File: src/rtl/pwr_cntr_sched_if.sv
// pwr_cntr_sched_if: valid/ready port carrying each captured power count and its address
//   OUT_DATA  captured count (master drives)
//   OUT_DIR   counter address of OUT_DATA (master drives)
//   OUT_VALID OUT_DATA/OUT_DIR valid (master drives)
//   OUT_READY consumer accepts (slave drives)
interface pwr_cntr_sched_if #(
  parameter int CNTR_W = 32,
  parameter int DIR_W = 2
);
  logic [CNTR_W-1:0] OUT_DATA;
  logic [DIR_W-1:0] OUT_DIR;
  logic OUT_VALID;
  logic OUT_READY;
  modport master (output OUT_DATA, OUT_DIR, OUT_VALID, input OUT_READY);
  modport slave (input OUT_DATA, OUT_DIR, OUT_VALID, output OUT_READY);
endinterface

File: src/rtl/pwr_cntr_sched.sv
// pwr_cntr_sched: sweeps the shared power-counter bus, presents each count on a valid/ready port and keeps a saturating total
//   CLK, RESET_L  clock, asynchronous active-low reset
//   ENB, START    block enable (low aborts a sweep), sweep request sampled in IDLE
//   dato          shared counter bus, valid while LE=0
//   dir, LE, CLR  counter address, active-low output enable, clear-on-read strobe
//   o             captured count / address output port (valid/ready)
//   SUM, BUSY, DONE  saturating sweep total, sweep in progress, completion pulse
//   Macro PWR_CLR_ON_READ_EN: pulse CLR after each capture so counters restart from 0
module pwr_cntr_sched #(
  parameter int NUM_CNTR = 3,
  parameter int CNTR_W = 32,
  parameter int DIR_W = 2
) (
  input  logic CLK,
  input  logic RESET_L,
  input  logic ENB,
  input  logic START,
  input  logic [CNTR_W-1:0] dato,
  output logic [DIR_W-1:0] dir,
  output logic LE,
  output logic CLR,
  output logic [CNTR_W-1:0] SUM,
  output logic BUSY,
  output logic DONE,
  pwr_cntr_sched_if.master o
);
  typedef enum logic [1:0] {IDLE, ADDR, PRESENT, FIN} state_t;
  localparam logic [DIR_W-1:0] LAST = DIR_W'(NUM_CNTR - 1);
  state_t state;
  logic [CNTR_W:0] acc;
  assign acc = {1'b0, SUM} + {1'b0, dato};
  always_ff @(posedge CLK or negedge RESET_L)
    if (!RESET_L) begin
      state <= IDLE;
      dir <= '0;
      LE <= 1'b1;
      o.OUT_DATA <= '0;
      o.OUT_DIR <= '0;
      o.OUT_VALID <= 1'b0;
      SUM <= '0;
      BUSY <= 1'b0;
      DONE <= 1'b0;
    end else begin
      DONE <= 1'b0;
      if (state != IDLE && !ENB) begin
        state <= IDLE;
        LE <= 1'b1;
        o.OUT_VALID <= 1'b0;
        BUSY <= 1'b0;
        dir <= '0;
      end else
        case (state)
          IDLE:
            if (ENB && START) begin
              state <= ADDR;
              dir <= '0;
              LE <= 1'b0;
              BUSY <= 1'b1;
              SUM <= '0;
            end
          ADDR: begin
            state <= PRESENT;
            o.OUT_DATA <= dato;
            o.OUT_DIR <= dir;
            o.OUT_VALID <= 1'b1;
            SUM <= acc[CNTR_W] ? '1 : acc[CNTR_W-1:0];
            LE <= 1'b1;
          end
          PRESENT:
            if (o.OUT_VALID && o.OUT_READY) begin
              o.OUT_VALID <= 1'b0;
              if (dir == LAST) begin
                state <= FIN;
                DONE <= 1'b1;
              end else begin
                state <= ADDR;
                dir <= dir + DIR_W'(1);
                LE <= 1'b0;
              end
            end
          FIN: begin
            state <= IDLE;
            BUSY <= 1'b0;
            dir <= '0;
          end
          default: state <= IDLE;
        endcase
    end
`ifdef PWR_CLR_ON_READ_EN
  // dir is unchanged through the first PRESENT cycle, so the strobe hits the counter just captured
  always_ff @(posedge CLK or negedge RESET_L)
    if (!RESET_L) CLR <= 1'b0;
    else CLR <= state == ADDR && ENB;
`else
  assign CLR = 1'b0;
`endif
endmodule

File: src/flat_wrapper.sv
// flat-port wrapper written by rule: the top's interface ports become plain ports
module pwr_cntr_sched_flat 
#(
  parameter int NUM_CNTR = 3,
  parameter int CNTR_W = 32,
  parameter int DIR_W = 2
)
  (CLK, RESET_L, ENB, START, dato, dir, LE, CLR, SUM, BUSY, DONE, o_OUT_DATA, o_OUT_DIR, o_OUT_VALID, o_OUT_READY);
  pwr_cntr_sched_if #(.CNTR_W(CNTR_W), .DIR_W(DIR_W)) o_i ();
  input  logic CLK;
  input  logic RESET_L;
  input  logic ENB;
  input  logic START;
  input  logic [CNTR_W-1:0] dato;
  output logic [DIR_W-1:0] dir;
  output logic LE;
  output logic CLR;
  output logic [CNTR_W-1:0] SUM;
  output logic BUSY;
  output logic DONE;
  output wire logic [$bits(o_i.OUT_DATA)-1:0] o_OUT_DATA;
  output wire logic [$bits(o_i.OUT_DIR)-1:0] o_OUT_DIR;
  output wire logic [$bits(o_i.OUT_VALID)-1:0] o_OUT_VALID;
  input wire logic [$bits(o_i.OUT_READY)-1:0] o_OUT_READY;
  assign o_OUT_DATA = o_i.OUT_DATA;
  assign o_OUT_DIR = o_i.OUT_DIR;
  assign o_OUT_VALID = o_i.OUT_VALID;
  assign o_i.OUT_READY = o_OUT_READY;
  pwr_cntr_sched #(.NUM_CNTR(NUM_CNTR), .CNTR_W(CNTR_W), .DIR_W(DIR_W)) u_core (.CLK(CLK), .RESET_L(RESET_L), .ENB(ENB), .START(START), .dato(dato), .dir(dir), .LE(LE), .CLR(CLR), .SUM(SUM), .BUSY(BUSY), .DONE(DONE), .o(o_i));
endmodule
File: config.mk
export PLATFORM = sky130hd
export DESIGN_NAME = pwr_cntr_sched_flat
export DESIGN_NICKNAME = d
export VERILOG_FILES = /design/src/rtl/pwr_cntr_sched_if.sv /design/src/rtl/pwr_cntr_sched.sv /design/src/flat_wrapper.sv
export SDC_FILE = /design/constraint.sdc
export NUM_CORES = 1
export LEC_CHECK = 0
export CAP_MARGIN = 0
export CORE_ASPECT_RATIO = 1.2
export CORE_MARGIN = 3
export CORE_UTILIZATION = 40
export CTS_BUF_LIST = sky130_fd_sc_hd__clkbuf_8
export DETAILED_ROUTE_END_ITERATION = 16
export PLACE_DENSITY = 0.66
export SYNTH_ARGS = -nofsm -noshare
export SYNTH_HDL_FRONTEND = slang
export SYNTH_SLANG_ARGS = --single-unit
File: constraint.sdc
create_clock -name CLK -period 4.59 [get_ports CLK]
set_input_delay 0.6885 -clock CLK [delete_from_list [all_inputs] [get_ports CLK]]
set_output_delay 0.6885 -clock CLK [all_outputs]
set_load 0.05 [all_outputs]
* Yosys cells after proc, flatten, opt, wreduce, memory -nomap -nowiden
Cells that the tools add are included.
Storage, ports and cells: bits in read-only memories 0, memories kept 0, register bits 74, memory bits (writable) 0, latch bits 0, output and inout bits 73, input bits 37, logic and storage cells 66
Operators by class: multipliers 0, mux-type cells 28, reduce and logical (&&, ||, !) cells 18, shift-type cells 0, bitwise operators 1, equal/unequal tests 8, add/subtract/negate cells 2, $lt $le $gt $ge 0, divide/modulo/power cells 0
Operator list (count):
- 32-bit two-way mux | 2
- 32-bit case mux with 2 select lines | 1
- 32-bit by 32-bit adder with 33-bit output | 1
- 2-bit two-way mux | 8
- 1-bit two-way mux | 12
- 2-bit case mux with 4 select lines | 1
- 2-bit AND reduction | 4
- 4-bit AND reduction | 2
- 4-bit nonzero test | 2
- 2-bit == test, second input constant | 3
- 3-bit by 1-bit inequality test with 1-bit output, second input constant | 2
- 2-bit case mux with 3 select lines | 1
- 3-bit nonzero test | 2
- 1-bit case mux with 2 select lines | 2
- 2-bit nonzero test | 2
- 1-bit logical AND | 3
- 3-bit by 2-bit inequality test with 1-bit output, second input constant | 1
- 1-bit case mux with 3 select lines | 1
- 3-bit AND reduction | 1
- 2-bit by 1-bit adder with 2-bit output, second input constant | 1
- 2-bit by 1-bit == test with 1-bit output, second input constant | 1
- 2-bit logical NOT | 1
- 2-bit by 1-bit inequality test with 1-bit output, second input constant | 1
- 1-bit logical NOT | 1
- 1-bit NOT | 1

* Logic depth before layout (Yosys ltp)
Gate-level depths: netlist of the first run.
word-level depth 5, gate-level depth with buffers 11, gate-level depth less buffers 10

* Least setup slack after synthesis of the first run
OpenSTA, ideal clock, no wires.
path kind input -> register, start input dato[0], end register u_core.SUM[22], path slack 1.477 ns, buffers on the path 1, data required time 4.464 ns, cell stages on the path 10, arrival 2.987 ns, library setup time 0.126 ns, cell sequence ha_1 fa_1 a211oi_1 o21ai_1 o221a_2 o211ai_2 a41oi_4 and2_1 buf_6 a221o_1
On the way: word-level cells in the longest chain between the ends 3
Ends and longest elaborated chain:
- start, declared | RTL line flat_wrapper.sv:14 | input logic [CNTR_W-1:0] dato;
- 32-bit by 32-bit adder with 33-bit output | RTL line pwr_cntr_sched.sv:31 | assign acc = {1'b0, SUM} + {1'b0, dato};
- 32-bit two-way mux | RTL line pwr_cntr_sched.sv:66 | SUM <= acc[CNTR_W] ? '1 : acc[CNTR_W-1:0];
- 32-bit case mux with 2 select lines | RTL line pwr_cntr_sched.sv:52 | case (state)
- end signal, assigned | RTL line pwr_cntr_sched.sv:66
- end, declared | RTL line pwr_cntr_sched.sv:22 | output logic [CNTR_W-1:0] SUM,
No other way between the ends. A chain may end at the register's enable or synchronous reset.

* Final worst setup path of the first run
Same ends and word-level chain as after synthesis.

==> results of run 1 <==
## through the flow
stage                     power [mW]  instance area [µm²]  hold slack (ps)  std cells
after floorplan                 3.60                 4830              393        515
after global routing            5.36                 6190              519        777
final                           5.01                 6190              432        777
after CTS                       5.05                 6190              501        777
after global placement          4.54                 6020              476        761
after detailed placement        4.58                 6020              480        761
## path summary, 6_finish.rpt
check	startpoint	end	slack, ps
worst min register to register	u_core.o.OUT_DIR[0]	u_core.o.OUT_DIR[0]	500
min in group CLK	u_core.o.OUT_DIR[0]	u_core.o.OUT_DIR[0]	500
max in group asynchronous	RESET_L	u_core.o.OUT_DIR[0]	3480
worst max-delay path	dato[0]	u_core.SUM[22]	970
worst max register to register	u_core.SUM[0]	u_core.SUM[22]	1320
worst min-delay path	RESET_L	u_core.o.OUT_DATA[30]	430
## worst register-to-register path, delay by kind of cell, from the launching register on
kind / cells / cell delay, ps
AO/OA/AOI/OAI: 6 / 1700
adder cells (fa/ha/maj): 2 / 680
flip-flops: 1 / 410
AND/OR/NAND/NOR: 1 / 370
## cells in the final DEF (no fill, tap or decap), drive strengths merged, types with 2 or more instances in the layout
cell type        n
nand2           82
or2              2
clkinv           3
a21oi           37
nand4            5
o21a             4
clkbuf          10
dfrtp           73
a211oi           6
a31oi            6
o22ai            2
a21o            16
a22o             3
nand2b           3
o31ai            2
o211ai           5
xnor2           16
a211o            2
a221o            5
o21ai           52
and2             3
mux2            34
inv             16
ha              37
clkdlybuf4s50  107
nor3             6
buf              5
nor2b            2
and3             4
a21boi           3
nor2            27
a2111oi          2
nand3           13
xor2             9
## layout make-up
| cell class | instances | area (µm²) |
|---|---|---|
| clock buffer | 10 | 138 |
| fill | 1105 | 5490 |
| sequential | 74 | 1850 |
| clock inverter | 6 | 26.3 |
| tap | 157 | 196 |
| inverter | 13 | 48.8 |
| timing repair buffer | 112 | 1120 |
| multi-input combinational | 405 | 2810 |
## cells in the mapped netlist, types with 2 or more instances
cell type,number
nand4_1,5
buf_2,5
and3_1,4
dfrtp_1,73
clkbuf_1,14
a211o_1,2
a211oi_1,5
o22ai_1,2
inv_1,13
a22o_1,3
nand2_1,82
nand2b_1,3
nor2b_1,2
mux2_2,34
buf_6,3
o21a_1,4
o21ai_1,28
o211ai_1,4
o31ai_1,2
a31oi_1,5
and2_1,3
xnor2_1,16
a21o_1,16
nor2_1,27
nand3_1,13
a221o_1,5
o21ai_0,24
ha_1,37
xor2_1,9
nor3_1,6
a21oi_1,36
a21boi_0,2
## power groups by stage
| stage | sequential (mW) | clock, mW | combinational [mW] |
|---|---|---|---|
| 6_report | 1.15 | 0.448 | 3.41 |
| 5_1_grt | 1.19 | 0.491 | 3.67 |
| 4_1_cts | 1.15 | 0.464 | 3.43 |
| 3_5_place_dp | 1.16 | 0 | 3.42 |
| 3_3_place_gp | 1.15 | 0 | 3.39 |
| 2_1_floorplan | 2.09 | 0 | 1.52 |
## state kept, by name, indices dropped and copies added, names as in the netlist
register and cells:
u_core.LE 1, u_core.SUM 32, u_core.dir 2, u_core.BUSY 1, u_core.o.OUT_DATA 32, u_core.o.OUT_VALID 1
u_core.o.OUT_DIR 2, u_core.DONE 1, u_core.state 2
## layer usage
metal	vias to the layer above	share of wire, %	global-route usage (%)
li1	2056	-	-
met1	2014	43	24.5
met2	97	50	32.6
met3	17	5.1	4.17
met4	0	1.6	5.87
met5	-	0	0
## cells by family after synthesis
kind of cell	Yosys count	synth area share (%)
AO/OA/AOI/OAI	156	22.0
XOR/XNOR	25	4.54
multiplexers	34	7.93
flip-flops	74	38.4
adder cells (fa/ha/maj)	38	10.0
AND/OR/NAND/NOR	151	13.6
buffers and inverters	36	3.47
other	1	0.0777
==> metrics.cfg, run 1 <==
[timing]
layout_setup_ws_ps=974
post-route-period-util_pct=78.8
drv_slew=0
setup_viol=0
rsz0062_at_grt=no
fin_crit_ps=3620
finalHoldViolCount=0
tns_ps=0
max-slew-margin-rel_pct=35.3
worstMarginPinSlew_ps=971
max_freq_ghz=0.277
skew_ps=7.71

[yosys]
yosysTopAreaCellShare_pct=37.9
ys_types=60
syn_inst=515
yosysWarnings=0
syn_avg_cell_area_um2=9.37
ys_seq_area_share_pct=38.4
async_flop_share_pct=100
yosys.area.top_type=dfrtp_1
synth_nets=590
ys.flop_type=dfrtp_1
ys_ff_latch=74
post_synth_main_area_contributors=dfrtp_1 (38%), ha_1 (9.6%), mux2_2 (7.9%)
synth_area_um2=4830
synth-edff-count=0

[routing]
firstDrtPassIters=5
wl_per_cell_um=16.1
drcViolationCount=0
wirelength_um=12500
drt_iter0_drc=189
vias=4184
postRouteAntennaNets=0
viasPerCell=5.38

[power_and_ir_drop]
power_switching_mw=2.58
pwr_density_cell_nw_per_um2=810
comb_power_share_pct=68.2
clkPwrFrac_pct=8.9
internal_power_mw=2.43
p_seq_share_pct=22.9
ir_drop_mv=0.380
power.share.switching_pct=51.4
leakage_nw=2.83

[clock_tree]
clock_sinks=74
cts_tree=done
clock_latency_ps=360
clockRootBuffer=clkbuf_8
post_cts_buffers=0
htree_levels=3
ctsHoldBuffers=0
cts.reportedPaths.clkPinSlew_ps=80
cts_resized=0
cts_buffers=9
cts_buffer_depth=2

[floorplanning]
die_h_um=126
placement_rows=43
die_area_um2=13400
start_util_pct=41.3
io-pin-count=110
core_region_area_um2=11700
die_w_um=106

[grt]
grt_pass1_vias=4150
grt_pass1_wl_um=20900
gr-total-overflow=0
grt.total_usage_pct=19.2
antenna_found_initial=0
grt_max_degree=75

[cells_and_area]
fin_nets=690
insertedDiodeCount=0
synthToLayoutAreaGrowth_pct=28.2
drive_above_1_share_pct=10.3
final_util_pct=53.0

[worst_setup_path]
cpPeakStageDelay_ps=440
crit_type=primary input to register
crit_slowest_cell=clkdlybuf4s50_1
crit_path_end_kind=register
reg2reg_depth=9
path_cells=clkdlybuf4s50_1 > ha_1 > fa_1 > a211oi_1 > o21ai_1 > o221a_2 > o211ai_2 > a41oi_4 > and2_1 > a221o_1
start_kind=primary input
cp.depth=10
cp_top_family=compound AO/OA/AOI/OAI gates
crit_buf_inv=1
worstPathRequired_ps=4840
worstPathArrival_ps=3860
cp_max_fo=17

[place]
dp_hpwl_um=9400
portBuffers=108
dpl_worst_slack_ps=614
gp_congestion=0.873

[worst_hold_path]
worstHoldPathType=primary input to async pin

[status]
status=completed

[flow_run]
drv_cap=0

Power figures use the tool's default switching activity.
==> inputs of run 2 (changes only) <==
==> constraint.sdc (replaced) <==
create_clock -name CLK -period 3.7 [get_ports CLK]
set_input_delay 0.555 -clock CLK [delete_from_list [all_inputs] [get_ports CLK]]
set_output_delay 0.555 -clock CLK [all_outputs]
set_load 0.05 [all_outputs]
==> metrics.cfg, run 2 (same netlist as run 1, synthesis figures left out) <==
[timing]
post-route-period-util_pct=87.8
fin_crit_ps=3250
finalHoldViolCount=0  ; unchanged
worstMarginPinSlew_ps=944  ; -26.5 ps
skew_ps=9.92  ; +2.21 ps
drv_slew=0  ; unchanged
tns_ps=0  ; unchanged
rsz0062_at_grt=no
setup_viol=0  ; unchanged
max_freq_ghz=0.308
max-slew-margin-rel_pct=37.1  ; +1.8 points

[grt]
antenna_found_initial=0  ; unchanged
grt.total_usage_pct=19.0  ; -0.24 points
grt_pass1_wl_um=20700  ; -1.1%
grt_pass1_vias=4219  ; +1.7%
grt_max_degree=75  ; unchanged
gr-total-overflow=0  ; unchanged

[worst_hold_path]
worstHoldPathType=primary input to async pin

[cells_and_area]
final_util_pct=53.3  ; +0.25 points
synthToLayoutAreaGrowth_pct=28.8
drive_above_1_share_pct=10.9  ; +0.59 points
most-common-layout-cells=clkdlybuf4s50_1 (107), nand2_1 (82), dfrtp_1 (73)
final_common_cell=clkdlybuf4s50_1
top_regs=u_core.SUM (32), u_core.o.OUT_DATA (32)
fin_nets=693  ; +0.43%
insertedDiodeCount=0  ; unchanged

[routing]
topRoutingLayerUsed=met4
drcViolationCount=0  ; unchanged
wl_met1_um=5330  ; -0.99%
wirelength_um=12300  ; -1.9%
firstDrtPassIters=4  ; -1
wl_met2_um=6190  ; -1.8%
postRouteAntennaNets=0  ; unchanged
vias=4200  ; +0.38%
viasPerCell=5.38  ; about the same
met3_length_um=519  ; -18%
drt_iter0_drc=169  ; -11%
wl_per_cell_um=15.8  ; -2.2%

[worst_setup_path]
crit_type=primary input to register
path_cells=clkdlybuf4s50_1 > ha_1 > fa_1 > a211oi_1 > o21ai_1 > o221a_2 > o211ai_2 > a41oi_4 > and2_1 > a221o_1
crit_buf_inv=1  ; unchanged
start_kind=primary input
rr_endpoint=u_core.SUM[25]
worstPathArrival_ps=3500  ; -360 ps
cpPeakStageDelay_ps=430  ; about the same
worstPathRequired_ps=3950  ; -890 ps
reg2reg_depth=9  ; unchanged
cp_max_fo=7  ; -10
timing.rr.start=u_core.SUM[0]
crit_path_end_kind=register
crit_slowest_cell=fa_1
r2r_slack_ps=650  ; -670 ps
cp_top_family=compound AO/OA/AOI/OAI gates

[power_and_ir_drop]
power_switching_mw=3.18  ; +24%
clkPwrFrac_pct=9.5  ; +0.6 points
ir_drop_mv=0.481  ; +27%
power.share.switching_pct=51.0  ; -0.47 points
p_seq_share_pct=22.7  ; -0.2 points
internal_power_mw=3.06  ; +26%
leakage_nw=2.85  ; +0.51%
pwr_density_cell_nw_per_um2=1000  ; +24%
comb_power_share_pct=67.8  ; -0.4 points

[place]
gp_congestion=0.866  ; -0.80%
portBuffers=108  ; unchanged
dp_hpwl_um=9330  ; -0.78%

[clock_tree]
clock_sinks=74  ; unchanged
clockRootBuffer=clkbuf_8
cts_buffer_depth=2  ; unchanged
ctsHoldBuffers=0  ; unchanged
htree_levels=3  ; unchanged
post_cts_buffers=0  ; unchanged
cts_tree=done
cts.reportedPaths.clkPinSlew_ps=80  ; about the same
cts_resized=0  ; unchanged
cts_buffers=9  ; unchanged
clock_latency_ps=360  ; about the same

[floorplanning]
start_util_pct=41.3  ; unchanged
die_h_um=126  ; unchanged
die_area_um2=13400  ; unchanged
io-pin-count=110  ; unchanged
placement_rows=43  ; unchanged
core_region_area_um2=11700  ; unchanged
die_w_um=106  ; unchanged

[status]
status=completed

[flow_run]
drv_cap=0  ; unchanged

## run 2: changes by cell type in the layout (fill, tap and decap cells not counted)
cell and change:
clkbuf_8 +2, buf_4 +4, inv_1 -1, clkinv_2 -1
buf_12 -1
## run 2: through the flow
stage	hold WS, ps	worst slack, ps	cell area, µm²	total power, mW	instances
after detailed placement	493	104	6030	5.68	764
after floorplan	259	595	4830	4.47	515
after CTS	369	477	6220	6.30	780
after global placement	474	126	6030	5.62	764
final	327	450	6220	6.25	780
after global routing	423	312	6220	6.69	780
## run 2: layer usage
layer  GRT usage [%]  vias to the layer above
met5               0                        -
met4            7.39                        0
met3            3.36                       18
met2            32.2                       97
met1            24.0                     2027
li1                -                     2058
## run 2: worst max path at each step
stage / from / to / slack, ps / depth (start not counted)
after floorplan: u_core.SUM[0] / u_core.SUM[22] / 600 / 10
after global placement: dato[0] / u_core.SUM[31] / 130 / 10
after detailed placement: dato[0] / u_core.SUM[22] / 100 / 10
after CTS: dato[0] / u_core.SUM[25] / 480 / 10
after global routing: dato[0] / u_core.SUM[26] / 310 / 11
final: dato[0] / u_core.SUM[25] / 450 / 10
## run 2: cell type report
class	count	area [µm²]
fill	1090	5460
inverter	13	48.8
multi-input combinational	405	2810
tap	157	196
clock inverter	4	17.5
sequential	74	1850
timing repair buffer	115	1130
clock buffer	12	165
## run 2: power groups by stage
stage | sequential (mW) | combinational, mW | clock (mW)
6_report | 1.42 | 4.23 | 0.594
5_1_grt | 1.47 | 4.57 | 0.647
4_1_cts | 1.42 | 4.26 | 0.616
3_5_place_dp | 1.44 | 4.24 | 0
3_3_place_gp | 1.42 | 4.19 | 0
2_1_floorplan | 2.59 | 1.88 | 0
